**src/rtl/wb_capture_reader_pkg.sv**
```systemverilog
// Shared types and address helpers for the capture-memory reader.
package wb_capture_reader_pkg;

  typedef enum logic [2:0] {
    IDLE,
    RD_HI,
    RD_LO,
    OUT,
    DONE
  } state_t;

  localparam int unsigned c_mem_base    = 32'h80;
  localparam logic [3:0]  c_wb_sel      = 4'hF;
  localparam int unsigned c_word_stride = 2;

  // Word address of an entry half: high word at base + 2*idx, low word one above.
  function automatic logic [31:0] entry_word_adr(input logic [31:0] base,
                                                 input logic [31:0] idx,
                                                 input logic        lo);
    return base + idx * 32'(c_word_stride) + {31'b0, lo};
  endfunction

endpackage

```
**src/rtl/wb_capture_reader_txn.sv**
```systemverilog
// Single Wishbone pipelined read transaction engine.
// Optional ack timeout: WB_CAPTURE_READER_TIMEOUT_EN.
module wb_capture_reader_txn
  import wb_capture_reader_pkg::*;
#(
  parameter int unsigned g_adr_width = 8,
  parameter int unsigned g_timeout   = 255
) (
  input  logic                   clk_i,
  input  logic                   rst_n_i,
  input  logic                   req_i,
  input  logic [g_adr_width-1:0] adr_i,
  output logic                   wb_cyc_o,
  output logic                   wb_stb_o,
  output logic [g_adr_width-1:0] wb_adr_o,
  input  logic                   wb_ack_i,
  input  logic                   wb_err_i,
  input  logic                   wb_rty_i,
  input  logic                   wb_stall_i,
  input  logic [31:0]            wb_dat_i,
  output logic                   rdy_o,
  output logic                   err_o,
  output logic [31:0]            dat_o
);

  logic term;
  logic tmo;

  assign term  = wb_ack_i | wb_err_i | wb_rty_i;
  assign rdy_o = wb_cyc_o & wb_ack_i;
  assign err_o = (wb_cyc_o & (wb_err_i | wb_rty_i)) | tmo;
  assign dat_o = wb_dat_i;

`ifdef WB_CAPTURE_READER_TIMEOUT_EN
  logic [31:0] tmo_cnt;

  assign tmo = wb_cyc_o & ~term & (tmo_cnt == g_timeout - 1);

  // Cycles spent waiting on the current transaction.
  always_ff @(posedge clk_i) begin
    if (!rst_n_i || req_i) begin
      tmo_cnt <= '0;
    end else if (wb_cyc_o) begin
      tmo_cnt <= tmo_cnt + 32'd1;
    end
  end
`else
  logic unused_tmo;
  assign tmo        = 1'b0;
  assign unused_tmo = (g_timeout != 0);
`endif

  // Bus cycle control: stb leaves once accepted, cyc leaves once terminated.
  always_ff @(posedge clk_i) begin
    if (!rst_n_i) begin
      wb_cyc_o <= 1'b0;
      wb_stb_o <= 1'b0;
      wb_adr_o <= '0;
    end else if (req_i) begin
      wb_cyc_o <= 1'b1;
      wb_stb_o <= 1'b1;
      wb_adr_o <= adr_i;
    end else begin
      if (wb_stb_o && !wb_stall_i) begin
        wb_stb_o <= 1'b0;
      end
      if (wb_cyc_o && (term || tmo)) begin
        wb_cyc_o <= 1'b0;
        wb_stb_o <= 1'b0;
      end
    end
  end

endmodule

```
**src/rtl/wb_capture_reader.sv**
```systemverilog
// Drains 64-bit capture entries as hi/lo Wishbone word pairs onto a valid/ready stream.
// Optional ack timeout: WB_CAPTURE_READER_TIMEOUT_EN.
module wb_capture_reader
  import wb_capture_reader_pkg::*;
#(
  parameter int unsigned g_adr_width  = 8,
  parameter int unsigned g_mem_base   = c_mem_base,
  parameter int unsigned g_depth_log2 = 6,
  parameter int unsigned g_timeout    = 255
) (
  input  logic                    clk_i,
  input  logic                    rst_n_i,
  input  logic                    start_i,
  input  logic                    abort_i,
  input  logic [g_depth_log2-1:0] first_i,
  input  logic [g_depth_log2:0]   count_i,
  output logic                    busy_o,
  output logic                    done_o,
  output logic                    error_o,
  output logic                    wb_cyc_o,
  output logic                    wb_stb_o,
  output logic                    wb_we_o,
  output logic [3:0]              wb_sel_o,
  output logic [g_adr_width-1:0]  wb_adr_o,
  output logic [31:0]             wb_dat_o,
  input  logic                    wb_ack_i,
  input  logic                    wb_err_i,
  input  logic                    wb_rty_i,
  input  logic                    wb_stall_i,
  input  logic [31:0]             wb_dat_i,
  output logic [63:0]             data_o,
  output logic                    valid_o,
  input  logic                    ready_i
);

  localparam logic [g_depth_log2:0] c_one = {{g_depth_log2{1'b0}}, 1'b1};

  state_t                   state;
  logic [g_depth_log2-1:0]  idx;
  logic [g_depth_log2-1:0]  idx_nxt;
  logic [g_depth_log2:0]    remaining;
  logic [31:0]              hi_q;
  logic                     abort_pend;
  logic                     lo_issued;

  logic                     txn_req;
  logic [g_adr_width-1:0]   txn_adr;
  logic                     txn_rdy;
  logic                     txn_err;
  logic [31:0]              txn_dat;

  assign wb_we_o  = 1'b0;
  assign wb_sel_o = c_wb_sel;
  assign wb_dat_o = '0;
  assign idx_nxt  = idx + {{(g_depth_log2-1){1'b0}}, 1'b1};

  // Transaction launch: combinational so cyc rises on the edge that decides to read.
  // The low word launches one cycle after the high ack so cyc can drop in between.
  always_comb begin
    txn_req = 1'b0;
    txn_adr = '0;
    case (state)
      IDLE: if (start_i && count_i != '0) begin
        txn_req = 1'b1;
        txn_adr = g_adr_width'(entry_word_adr(g_mem_base, 32'(first_i), 1'b0));
      end
      RD_LO: if (!lo_issued && !abort_i) begin
        txn_req = 1'b1;
        txn_adr = g_adr_width'(entry_word_adr(g_mem_base, 32'(idx), 1'b1));
      end
      OUT: if (valid_o && ready_i && !abort_i && remaining != c_one) begin
        txn_req = 1'b1;
        txn_adr = g_adr_width'(entry_word_adr(g_mem_base, 32'(idx_nxt), 1'b0));
      end
      default: ;
    endcase
  end

  wb_capture_reader_txn #(
    .g_adr_width (g_adr_width),
    .g_timeout   (g_timeout)
  ) u_txn (
    .clk_i      (clk_i),
    .rst_n_i    (rst_n_i),
    .req_i      (txn_req),
    .adr_i      (txn_adr),
    .wb_cyc_o   (wb_cyc_o),
    .wb_stb_o   (wb_stb_o),
    .wb_adr_o   (wb_adr_o),
    .wb_ack_i   (wb_ack_i),
    .wb_err_i   (wb_err_i),
    .wb_rty_i   (wb_rty_i),
    .wb_stall_i (wb_stall_i),
    .wb_dat_i   (wb_dat_i),
    .rdy_o      (txn_rdy),
    .err_o      (txn_err),
    .dat_o      (txn_dat)
  );

  // Run sequencing with registered status and stream outputs.
  always_ff @(posedge clk_i) begin
    if (!rst_n_i) begin
      state      <= IDLE;
      idx        <= '0;
      remaining  <= '0;
      hi_q       <= '0;
      abort_pend <= 1'b0;
      lo_issued  <= 1'b0;
      busy_o     <= 1'b0;
      done_o     <= 1'b0;
      error_o    <= 1'b0;
      valid_o    <= 1'b0;
      data_o     <= '0;
    end else begin
      done_o <= 1'b0;
      case (state)
        IDLE: if (start_i) begin
          error_o    <= 1'b0;
          abort_pend <= 1'b0;
          if (count_i == '0) begin
            done_o <= 1'b1;
          end else begin
            idx       <= first_i;
            remaining <= count_i;
            busy_o    <= 1'b1;
            state     <= RD_HI;
          end
        end
        RD_HI: begin
          if (abort_i) abort_pend <= 1'b1;
          if (txn_err) begin
            error_o <= 1'b1;
            done_o  <= 1'b1;
            state   <= DONE;
          end else if (txn_rdy) begin
            hi_q <= txn_dat;
            if (abort_pend || abort_i) begin
              done_o <= 1'b1;
              state  <= DONE;
            end else begin
              lo_issued <= 1'b0;
              state     <= RD_LO;
            end
          end
        end
        RD_LO: begin
          if (txn_req) lo_issued <= 1'b1;
          if (!lo_issued && abort_i) begin
            done_o <= 1'b1;
            state  <= DONE;
          end else begin
            if (abort_i) abort_pend <= 1'b1;
            if (txn_err) begin
              error_o <= 1'b1;
              done_o  <= 1'b1;
              state   <= DONE;
            end else if (txn_rdy) begin
              if (abort_pend || abort_i) begin
                done_o <= 1'b1;
                state  <= DONE;
              end else begin
                data_o  <= {hi_q, txn_dat};
                valid_o <= 1'b1;
                state   <= OUT;
              end
            end
          end
        end
        OUT: begin
          if (abort_i) begin
            valid_o <= 1'b0;
            done_o  <= 1'b1;
            state   <= DONE;
          end else if (ready_i) begin
            valid_o   <= 1'b0;
            idx       <= idx_nxt;
            remaining <= remaining - c_one;
            if (remaining == c_one) begin
              done_o <= 1'b1;
              state  <= DONE;
            end else begin
              state <= RD_HI;
            end
          end
        end
        DONE: begin
          busy_o <= 1'b0;
          state  <= IDLE;
        end
        default: state <= IDLE;
      endcase
    end
  end

endmodule

```
**config.mk**
```make
export PLATFORM = sky130hd
export DESIGN_NAME = wb_capture_reader
export DESIGN_NICKNAME = d
export VERILOG_FILES = /design/src/rtl/wb_capture_reader_pkg.sv /design/src/rtl/wb_capture_reader_txn.sv /design/src/rtl/wb_capture_reader.sv
export SDC_FILE = /design/constraint.sdc
export NUM_CORES = 1
export LEC_CHECK = 0
export CAP_MARGIN = 25
export CELL_PAD_IN_SITES_DETAIL_PLACEMENT = 1
export CELL_PAD_IN_SITES_GLOBAL_PLACEMENT = 2
export CORE_ASPECT_RATIO = 1.25
export CORE_UTILIZATION = 26
export DETAILED_ROUTE_END_ITERATION = 8
export PLACE_DENSITY = 0.88
export SLEW_MARGIN = 0
export SYNTH_ARGS = -nofsm -noshare
export SYNTH_HDL_FRONTEND = slang
export SYNTH_SLANG_ARGS = --single-unit
```
**constraint.sdc**
```tcl
create_clock -name clk_i -period 2.16 [get_ports clk_i]
set_clock_uncertainty 0.15 [all_clocks]
set_input_delay 0.432 -clock clk_i [delete_from_list [all_inputs] [get_ports clk_i]]
set_output_delay 0.432 -clock clk_i [all_outputs]
set_load 0.005 [all_outputs]
```
==> results list <==
- Status: finished clean
- All-Layer GR Usage: 16.3%
- Placement Rows: 58
- The tool flagged a number of max-cap violations equal to 0.
* Cell total after placement: 1119
* Clock tree from TritonCTS: yes
- IR analysis of the VDD net gives a maximum drop of 0.508 mV.
* Buffer depth of the longest clock path: 2
* Post-synthesis instance area: 5470 sq um
- Root Buffer: clkbuf_16
- The die is 132 um wide.
- Drt pass-1 iters: 6
- Via/cell ratio: 4.58
- Critical path capture point type: flip-flop
* Average detailed-routed wire length per instance: 14.8 um
* Hold path depth: 2
* Sequential fraction of the synthesis area: 46.9%
* Top FF cell, synth: dfxtp_1
* Yosys warning count: 0
- After synthesis, the share of flip-flops with an asynchronous set or reset is 0%.
- Unrepaired setup endpoints after global routing: false
* Max-slew violation count: 0
* Vert. Die Dim: 164 um
- Clock tree synthesis inserted a total of 17 buffers.
- Antenna violations before repair: 0
- Net count reported at finish: 926
- Hold endpoint: data_o[54]
- Synthesized instance count: 701
* Post-layout min period: 2.05 ns
* Data arrival at the endpoint of the critical path: 2.20 ns
- Flop and latch count out of synthesis: 128
- Post-route insts no fill: 1152
- The setup check on the worst reg-to-reg path leaves a slack of 0.14 ns.
- Reg2Reg Depth: 7
- The total overflow left after global routing is 0.
- Reported leakage power: 2.93 nW
- Number of synthesized flops with an enable pin: 0
- After detailed routing, the number of remaining DRC violations is 0.
- Number of global-route vias before repair: 5351
* Hold Slack: 0.300 ns
- The first global-routing pass estimated 27800 um of wire.
- The worst register-to-register path ends at u_txn.wb_adr_o[3].
- Clock-pin slew was measured on the worst setup and hold paths at 0.06 ns.
- Biggest fanout along the worst timing path: 64
- Setup violations remaining at the end of the flow were counted as 0.
- Once detail routing completed, the nets flagged for antenna violations numbered 0.
- Vias: 5280
* CTS HTree Levels: 4
* Std-Cell Core Area: 20400 sq um
* Startpoint types: primary input
- Based on the critical path, the design can be clocked at up to 488 MHz.
- At the end of routability-driven placement, the weighted congestion stood at 0.845.
- Fill cell total of the finished layout: 2447
* Port-buffer cells: 131
* Part of the cycle the worst path needs: 94.8%
* Starting DRC count in detailed routing: 212
- Pwr Density: 874 nW/um^2
- The worst register-to-register path begins at state[2].
- Number of distinct standard cells referenced by the synthesized netlist: 60
- The repair_antennas step left the layout with diodes totalling 0.
- The post-route netlist has 12.8% of its cells at a drive strength greater than 1.
- DPL Wire Length: 12000 um
- Data on the critical path is required at its endpoint by 2.31 ns.
* Routed wire length: 17000 um
- Per-instance average area after synthesis: 7.80 sq um
- Startpoint of the most critical setup path: wb_err_i
* Area of the die: 21600 sq um
* Total Power Consumption: 7.00 mW
- Entering global routing, the biggest net connects 65 pins.
* # IOs: 169
- Type of the worst setup path: in -> reg
- Insertion delay to the later sink of the worst-skew pair: 0.42 ns
* Clock sink total: 128
- Once the floorplan was initialized, standard cells occupied 26.8% of the core.
- The final hold violation count came to 0.
* Start point of the worst min-delay path: hi_q[22]
- Tightest Hold Check Type: reg -> reg
- Signed area change from the synthesized netlist to the final layout: 46.6%
==> synth_stat cells, drive strengths merged (6+ instances only) <==
master    n  area (sq um)
clkbuf   20          75.1
o31ai     6          45.0
nand2   214           806
buf      62           414
o21ai    19          95.1
nor2     33           124
a21oi   123           631
and3      6          37.5
dfxtp   128          2560
nand2b    6          37.5
nand3    10          50.1
==> layout make-up <==
| class | count | area [sq um] | area share [%] |
|---|---|---|---|
| well taps | 270 | 338 | 4.22 |
| clock inverters | 14 | 179 | 2.23 |
| inverters | 6 | 23.8 | 0.297 |
| flip-flops and latches | 128 | 2560 | 32.0 |
| clock buffers | 18 | 439 | 5.48 |
| multi-input cells | 520 | 2550 | 31.8 |
| repair buffers | 196 | 1920 | 23.9 |
==> cells in the final DEF, fill, tap and decap left out, drive strengths merged, types with 2 or more instances in the layout <==
cell | netlist | final
o211ai | 5 | 5
dfxtp | 128 | 128
nor3 | 5 | 5
nor2 | 33 | 33
clkinv | 1 | 6
dlymetal6s2s | 0 | 2
nand3 | 10 | 10
a21o | 2 | 2
inv | 5 | 11
a211oi | 2 | 2
ha | 3 | 3
nand2 | 214 | 214
buf | 62 | 65
or4 | 2 | 2
clkbuf | 20 | 18
nand2b | 6 | 6
clkdlybuf4s50 | 0 | 129
bufinv | 0 | 3
nor2b | 2 | 2
a21oi | 123 | 123
o31ai | 6 | 6
a2bb2oi | 2 | 2
and3 | 6 | 6
a31oi | 3 | 3
nor4 | 5 | 5
a22oi | 2 | 2
a222oi | 2 | 2
or2 | 2 | 2
conb | 2 | 37
o22ai | 3 | 3
a311oi | 2 | 2
o21ai | 19 | 19
nand3b | 2 | 2
==> worst max-delay path: stages <==
cell	delay (ns)
clkdlybuf4s50_1	0.42
nand4bb_1	0.23
or4_2	0.67
buf_12	0.23
nand2_1	0.11
a21oi_1	0.07
==> power breakdown <==
group	switching (mW)	total, mW	internal (mW)
clock network	1.17	3.04	1.87
logic	0.659	1.33	0.675
registers	0.124	2.63	2.50
total	1.95	7.00	5.05
==> stage by stage <==
step	TNS, ns	worst slack, ns	instance area, sq um	util [%]
after global placement	-27.57	-0.376	7360	36.1
after floorplan	0	0.233	5600	-
after CTS	0	0.0297	7980	39.1
after detailed placement	-30.91	-0.400	7360	36.1
after global routing	0	0.0371	8010	39.3
final	0	0.113	8010	39.3
==> metal layers <==
layer | wire length (um) | GRT usage [%] | vias to the layer above
li1 | - | - | 2624
met1 | 7510 | 18.9 | 2502
met2 | 8690 | 29.4 | 132
met3 | 552 | 3.30 | 22
met4 | 293 | 6.29 | 0
met5 | 0 | 0 | -
==> registers in the layout, indices dropped and copies added, names as in the netlist, 3 cells and up <==
| name | cells |
|---|---|
| u_txn.wb_adr_o | 8 |
| data_o | 64 |
| idx | 6 |
| remaining | 7 |
| state | 3 |
| hi_q | 32 |
==> logic make-up (layout without fill, tap and decap cells) <==
kind of cell    after synthesis  after routing  share of synthesized area (%)
simple gates                297            297                           23.5
compound gates              182            182                           19.3
flops                       128            128                           46.9
buf+inv                      88            234                           9.36
fa+ha+maj                     3              3                          0.687
other cells                   2             37                          0.137
xor+xnor                      1              1                          0.160
==> worst max-delay path by stage <==
stage                               to  slack, ns  depth (start not counted)
after floorplan             data_o[12]       0.23                          6
after global placement    remaining[0]      -0.38                          6
after detailed placement  remaining[0]      -0.40                          6
after CTS                 remaining[0]       0.03                          6
after global routing        data_o[13]       0.04                          6
final                       data_o[21]       0.11                          6
==> timing repair <==
action | CTS | global route
hold endpoints to repair | 0 | 0
setup endpoints to repair | 0 | 7
hold buffers | 0 | 0
buffers inserted | 0 | 1
resized for setup | 0 | 6
(Power assumes the default switching activity.)
==> patch 1, RTL diff (same flow settings) <==
The 5 states of `state_t` get a one-hot encoding in 5 bits.
--- a/src/rtl/wb_capture_reader_pkg.sv
+++ b/src/rtl/wb_capture_reader_pkg.sv
@@ -1,12 +1,12 @@
 // Shared types and address helpers for the capture-memory reader.
 package wb_capture_reader_pkg;
 
-  typedef enum logic [2:0] {
-    IDLE,
-    RD_HI,
-    RD_LO,
-    OUT,
-    DONE
+  typedef enum logic [4:0] {
+    IDLE  = 5'b00001,
+    RD_HI = 5'b00010,
+    RD_LO = 5'b00100,
+    OUT   = 5'b01000,
+    DONE  = 5'b10000
   } state_t;
 
   localparam int unsigned c_mem_base    = 32'h80;
Formal check against the unedited RTL: no difference found for any inputs over 4 cycles, from zero or initial values and one cycle with rst_n_i low; so few cycles prove little.
==> patch 1 against the unedited design <==
- synthesized area up 2.4%
- critical path type unchanged
- routed wire length down 0.63%
- sequential cell count up 2
- setup slack worse by 0.018 ns
- cell count down 1.8%
- cell area up 0.22%
- via count down 2.9%
- power down 0.35%
- synthesized cell count down 0.43%
- maximum frequency down 0.87%
==> patch 1: results (changes against the unedited design) <==
GR Layer Usage met3: 3.97% (was 3.30%)
DR WL/cell: 15.0 um (was 14.8 um)
Worst-Skew Late Latency: 0.43 ns
slowest cell on the critical path: or3_4 (was or4_2)
min-delay worst type: in2reg (was reg2reg)
vias per cell: 4.53 (was 4.58)
CP max stage delay: 0.44 ns (was 0.67 ns)
Yosys cell types: 56 (was 60)
CP Max Fanout: 8 (was 64)
status: complete, no violations (unchanged)
Overall Global Routing Usage: 16.0% (was 16.3%)
Ys Warns: 0 (unchanged)
Synth async-reset ratio: 0% (unchanged)
initial antenna violation count: 1 (was 0)
Peak VDD IR: 536 uV (was 508 uV)
Clock Pin Slew Worst Setup and Hold Paths: 0.06 ns (about the same)
layout cells sized above 1: 11.6% (was 12.8%)
number of global-route vias before repair: 5193 (was 5351)
Mapped Cells: 698 (was 701)
total CTS buffers: 17 (unchanged)
FILL cells: 2501 (was 2447)
total of max-cap violations: 0 (unchanged)
Initial DRT Pass Iterations: 4 (was 6)
DP HPWL: 11800 um (was 12000 um)
Post-DP Area: 0.00735 sq mm (was 0.00736 sq mm)
Final nets: 900 (was 926)
Synth top cells by count: nand2_1, dfxtp_1, a21oi_1 (unchanged)
Final Non-Filler Cells: 1131 (was 1152)
first-pass GRT wire length: 27800 um (about the same)
biggest regs: data_o (64), hi_q (32), u_txn.wb_adr_o (8) (unchanged)
pin count of the biggest net entering global routing: 54 (was 65)
largest cells by area after synthesis: dfxtp_1, nand2_1, a21oi_1 (unchanged)
I/O Buffers: 131 (unchanged)
part of the Yosys area used for sequential elements: 46.5% (was 46.9%)
gpl congestion: 0.820 (was 0.845)
CP Data Arrival Time: 2.24 ns (was 2.20 ns)
pre-CTS WS: -0.509 ns (was -0.400 ns)
Pleak: 0.00285 uW (was 0.00293 uW)
worst slew pin tran: 0.590 ns
GR Util met1: 17.9% (was 18.9%)
M2 GR Usage: 29.0% (was 29.4%)
clk buf depth: 2 (unchanged)
initial detailed-routing violation count: 186 (was 212)
==> patch 1: cell count changes after synthesis, sizes merged, moves of 4 or more <==
cell | before | now
o41ai | 1 | 6
a21boi | 0 | 47
nor3 | 5 | 9
mux2i | 0 | 4
buf | 62 | 49
o21a | 1 | 6
clkbuf | 20 | 37
nor2 | 33 | 22
a21oi | 123 | 69
o21ai | 19 | 14
==> patch 1: what timing repair did <==
item,4_1_cts,5_1_grt
setup buffers,0,1
pin swaps,0,2
setup endpoints to repair,4,37
resized for setup,2,8
endpoints found under the hold margin,0,0
hold buffers,0,0
==> patch 1: critical path: cells and delay by family <==
| family | cells | cell delay [ns] |
|---|---|---|
| simple gates | 4 | 1.01 |
| buf+inv | 2 | 0.59 |
| compound gates | 1 | 0.20 |
==> patch 1: path summary, 6_finish.rpt <==
path	from	end	slack, ns	depth (start not counted)
min	rst_n_i	lo_issued	0.26	2
max reg2reg	state[2]	done_o	0.12	5
min reg2reg	hi_q[29]	data_o[61]	0.30	2
max	count_i[3]	u_txn.wb_cyc_o	0.09	7
==> patch 1: cell type report <==
| cell class | instances | area [sq um] | area share [%] |
|---|---|---|---|
| clock inverter | 15 | 198 | 2.46 |
| multi-input combinational | 512 | 2670 | 33.3 |
| inverter | 5 | 18.8 | 0.234 |
| sequential | 130 | 2600 | 32.4 |
| clock buffer | 17 | 425 | 5.30 |
| tap | 274 | 343 | 4.27 |
| antenna | 1 | 2.50 | 0.0312 |
| timing repair buffer | 177 | 1760 | 22.0 |
==> patch 1: cell families (layout without fill, tap and decap cells) <==
| kind of cell | Yosys count | after routing | share of synthesized area, % |
|---|---|---|---|
| AND/OR/NAND/NOR | 287 | 287 | 21.6 |
| multiplexers | 6 | 6 | 1.12 |
| buffers and inverters | 91 | 214 | 8.92 |
| adder cells (fa/ha/maj) | 3 | 3 | 0.671 |
| other | 2 | 38 | 0.134 |
| flip-flops | 130 | 130 | 46.5 |
| AO/OA/AOI/OAI | 177 | 177 | 20.7 |
| XOR/XNOR | 2 | 2 | 0.313 |
==> patch 1: metal layers <==
metal | routed length, um | part of all wire, % | vias up
met5 | 0 | 0 | -
met4 | 337 | 2.0 | 0
met3 | 629 | 3.7 | 24
met2 | 8880 | 52 | 114
met1 | 7090 | 42 | 2409
li1 | - | - | 2581
==> patch 1: report_power, final <==
group,leakage (uW),internal (uW),total (uW),switching (uW)
sequential,0.00105,2540,2670,131
combinational,0.00150,637,1240,598
clock,0.000299,1850,3070,1220
==> patch 1: stage by stage <==
step	hold WS (ns)	TNS (ns)	util (%)
3_5_place_dp	0.295	-13.36	35.1
5_1_grt	0.236	0	38.3
2_1_floorplan	0.282	0	-
3_3_place_gp	0.287	-12.98	35.1
4_1_cts	0.223	0	38.1
6_report	0.255	0	38.3
==> patch 2, RTL diff (same flow settings) <==
Made on the original files. Change the parameter `g_depth_log2` from 6 to 7.
--- a/src/rtl/wb_capture_reader.sv
+++ b/src/rtl/wb_capture_reader.sv
@@ -5,7 +5,7 @@
 #(
   parameter int unsigned g_adr_width  = 8,
   parameter int unsigned g_mem_base   = c_mem_base,
-  parameter int unsigned g_depth_log2 = 6,
+  parameter int unsigned g_depth_log2 = 7,
   parameter int unsigned g_timeout    = 255
 ) (
   input  logic                    clk_i,
Interface: changed (resized count_i and first_i); port bits go from 169 to 171. The function was not compared with the original's and may differ.
==> patch 2 against the unedited design <==
- routed wire length rose by 0.15%
- synthesized area is 4.5% higher
- cell area rose by 2.7%
- non-clock buffer count is 8 higher
- sequential share of layout area decreased by 0.36 points
- sequential cell count up 2
- power up 6.9%
- critical path depth grew 1
- register-to-register slack worse by 0.07 ns
- via count grew 2.0%
- count of clock-buffer cells in the layout is 1 lower
- setup slack got worse by 0.041 ns
- largest cell class is now multi-input gates
- largest power group unchanged
- highest routed layer unchanged
==> patch 2: results (changes against the unedited design) <==
status: complete, no violations (unchanged)
pre-CTS WS: -0.364 ns (was -0.400 ns)
Synth top cells by count: nand2_1, dfxtp_1, a21oi_1 (unchanged)
DR WL/cell: 14.4 um (was 14.8 um)
Peak VDD IR: 551 uV (was 508 uV)
first-pass GRT wire length: 28100 um (was 27800 um)
GR Layer Usage met3: 3.42% (was 3.30%)
worst reg-to-reg path cell count: 6 (was 7)
Initial DRT Pass Iterations: 4 (was 6)
CP Launch Point: start_i (was wb_err_i)
Overall Global Routing Usage: 15.8% (was 16.3%)
number of global-route vias before repair: 5527 (was 5351)
Final nets: 949 (was 926)
largest cells by area after synthesis: dfxtp_1, nand2_1, a21oi_1 (unchanged)
reg-to-reg endpoint: u_txn.wb_adr_o[2] (was u_txn.wb_adr_o[3])
GR Util met1: 18.6% (was 18.9%)
minimum clock period: 2.09 ns (was 2.05 ns)
part of the Yosys area used for sequential elements: 45.6% (was 46.9%)
biggest regs: data_o (64), hi_q (32) (was data_o (64), hi_q (32), u_txn.wb_adr_o (8))
Post-DP Area: 0.00759 sq mm (was 0.00736 sq mm)
CP max stage delay: 0.54 ns (was 0.67 ns)
DP HPWL: 12000 um (about the same)
I/O Buffers: 133 (was 131)
gpl congestion: 0.838 (was 0.845)
Hold Worst Slack: 0.301 ns (was 0.300 ns)
RR Startpoint: remaining[3] (was state[2])
via count: 5383 (was 5280)
CP Max Fanout: 6 (was 64)
Pleak: 0.00300 uW (was 0.00293 uW)
Yosys cell types: 61 (was 60)
[patch 2: changes by cell type after synthesis, moves of 4 or more]
| cell | change |
|---|---|
| a21oi_1 | +6 |
| buf_2 | -17 |
| buf_6 | +12 |
| clkbuf_1 | +7 |
| nand2_1 | +6 |
| nor2_1 | -4 |
| o21ai_0 | -10 |
| o21ai_1 | +6 |
[patch 2: logic make-up after synthesis]
family          after synthesis  synth area share, %
fa+ha+maj                     3                0.658
xor+xnor                      2                0.307
simple gates                299                 23.3
flops                       130                 45.6
compound gates              188                 19.4
buf+inv                      92                 10.5
other cells                   2                0.132
mux                           1                0.175
[patch 2: worst min path at each step]
stage                     startpoint          to  depth (start not counted)
after CTS                 data_o[57]  data_o[57]                          2
after detailed placement    hi_q[29]  data_o[61]                          2
after global routing      data_o[11]  data_o[11]                          2
after global placement      hi_q[30]  data_o[62]                          2
final                       hi_q[30]  data_o[62]                          2
after floorplan           abort_pend  abort_pend                          2
[patch 2: critical path: cells and delay by family]
family	cells	cell delay, ns
AO/OA/AOI/OAI	3	0.50
buffers and inverters	2	0.68
AND/OR/NAND/NOR	2	0.62
[patch 2: layout make-up]
type	count	area (sq um)
clock buffer	17	425
tap	279	349
multi-input combinational	530	2650
sequential	130	2600
inverter	7	27.5
fill	2552	13300
timing repair buffer	204	1960
clock inverter	15	209
[patch 2: metrics by stage]
stage	util, %	std cells
finish	38.2	1182
global route	38.2	1182
CTS	38.2	1182
detailed placement	35.2	1150
global placement	35.2	1150
floorplan	-	752
[patch 2: power by group through the flow]
stage / Sequential, uW / Clock [uW] / Combinational [uW]
after global routing: 2750 / 3290 / 1820
after detailed placement: 2780 / 0 / 1660
after CTS: 2730 / 3190 / 1670
after global placement: 2770 / 0 / 1630
after floorplan: 2760 / 0 / 880
final: 2730 / 3090 / 1660
[patch 2: per-layer routing]
| layer | vias up | routed length, um |
|---|---|---|
| li1 | 2692 | - |
| met1 | 2547 | 7500 |
| met2 | 129 | 8680 |
| met3 | 15 | 694 |
| met4 | 0 | 189 |
| met5 | - | 0 |
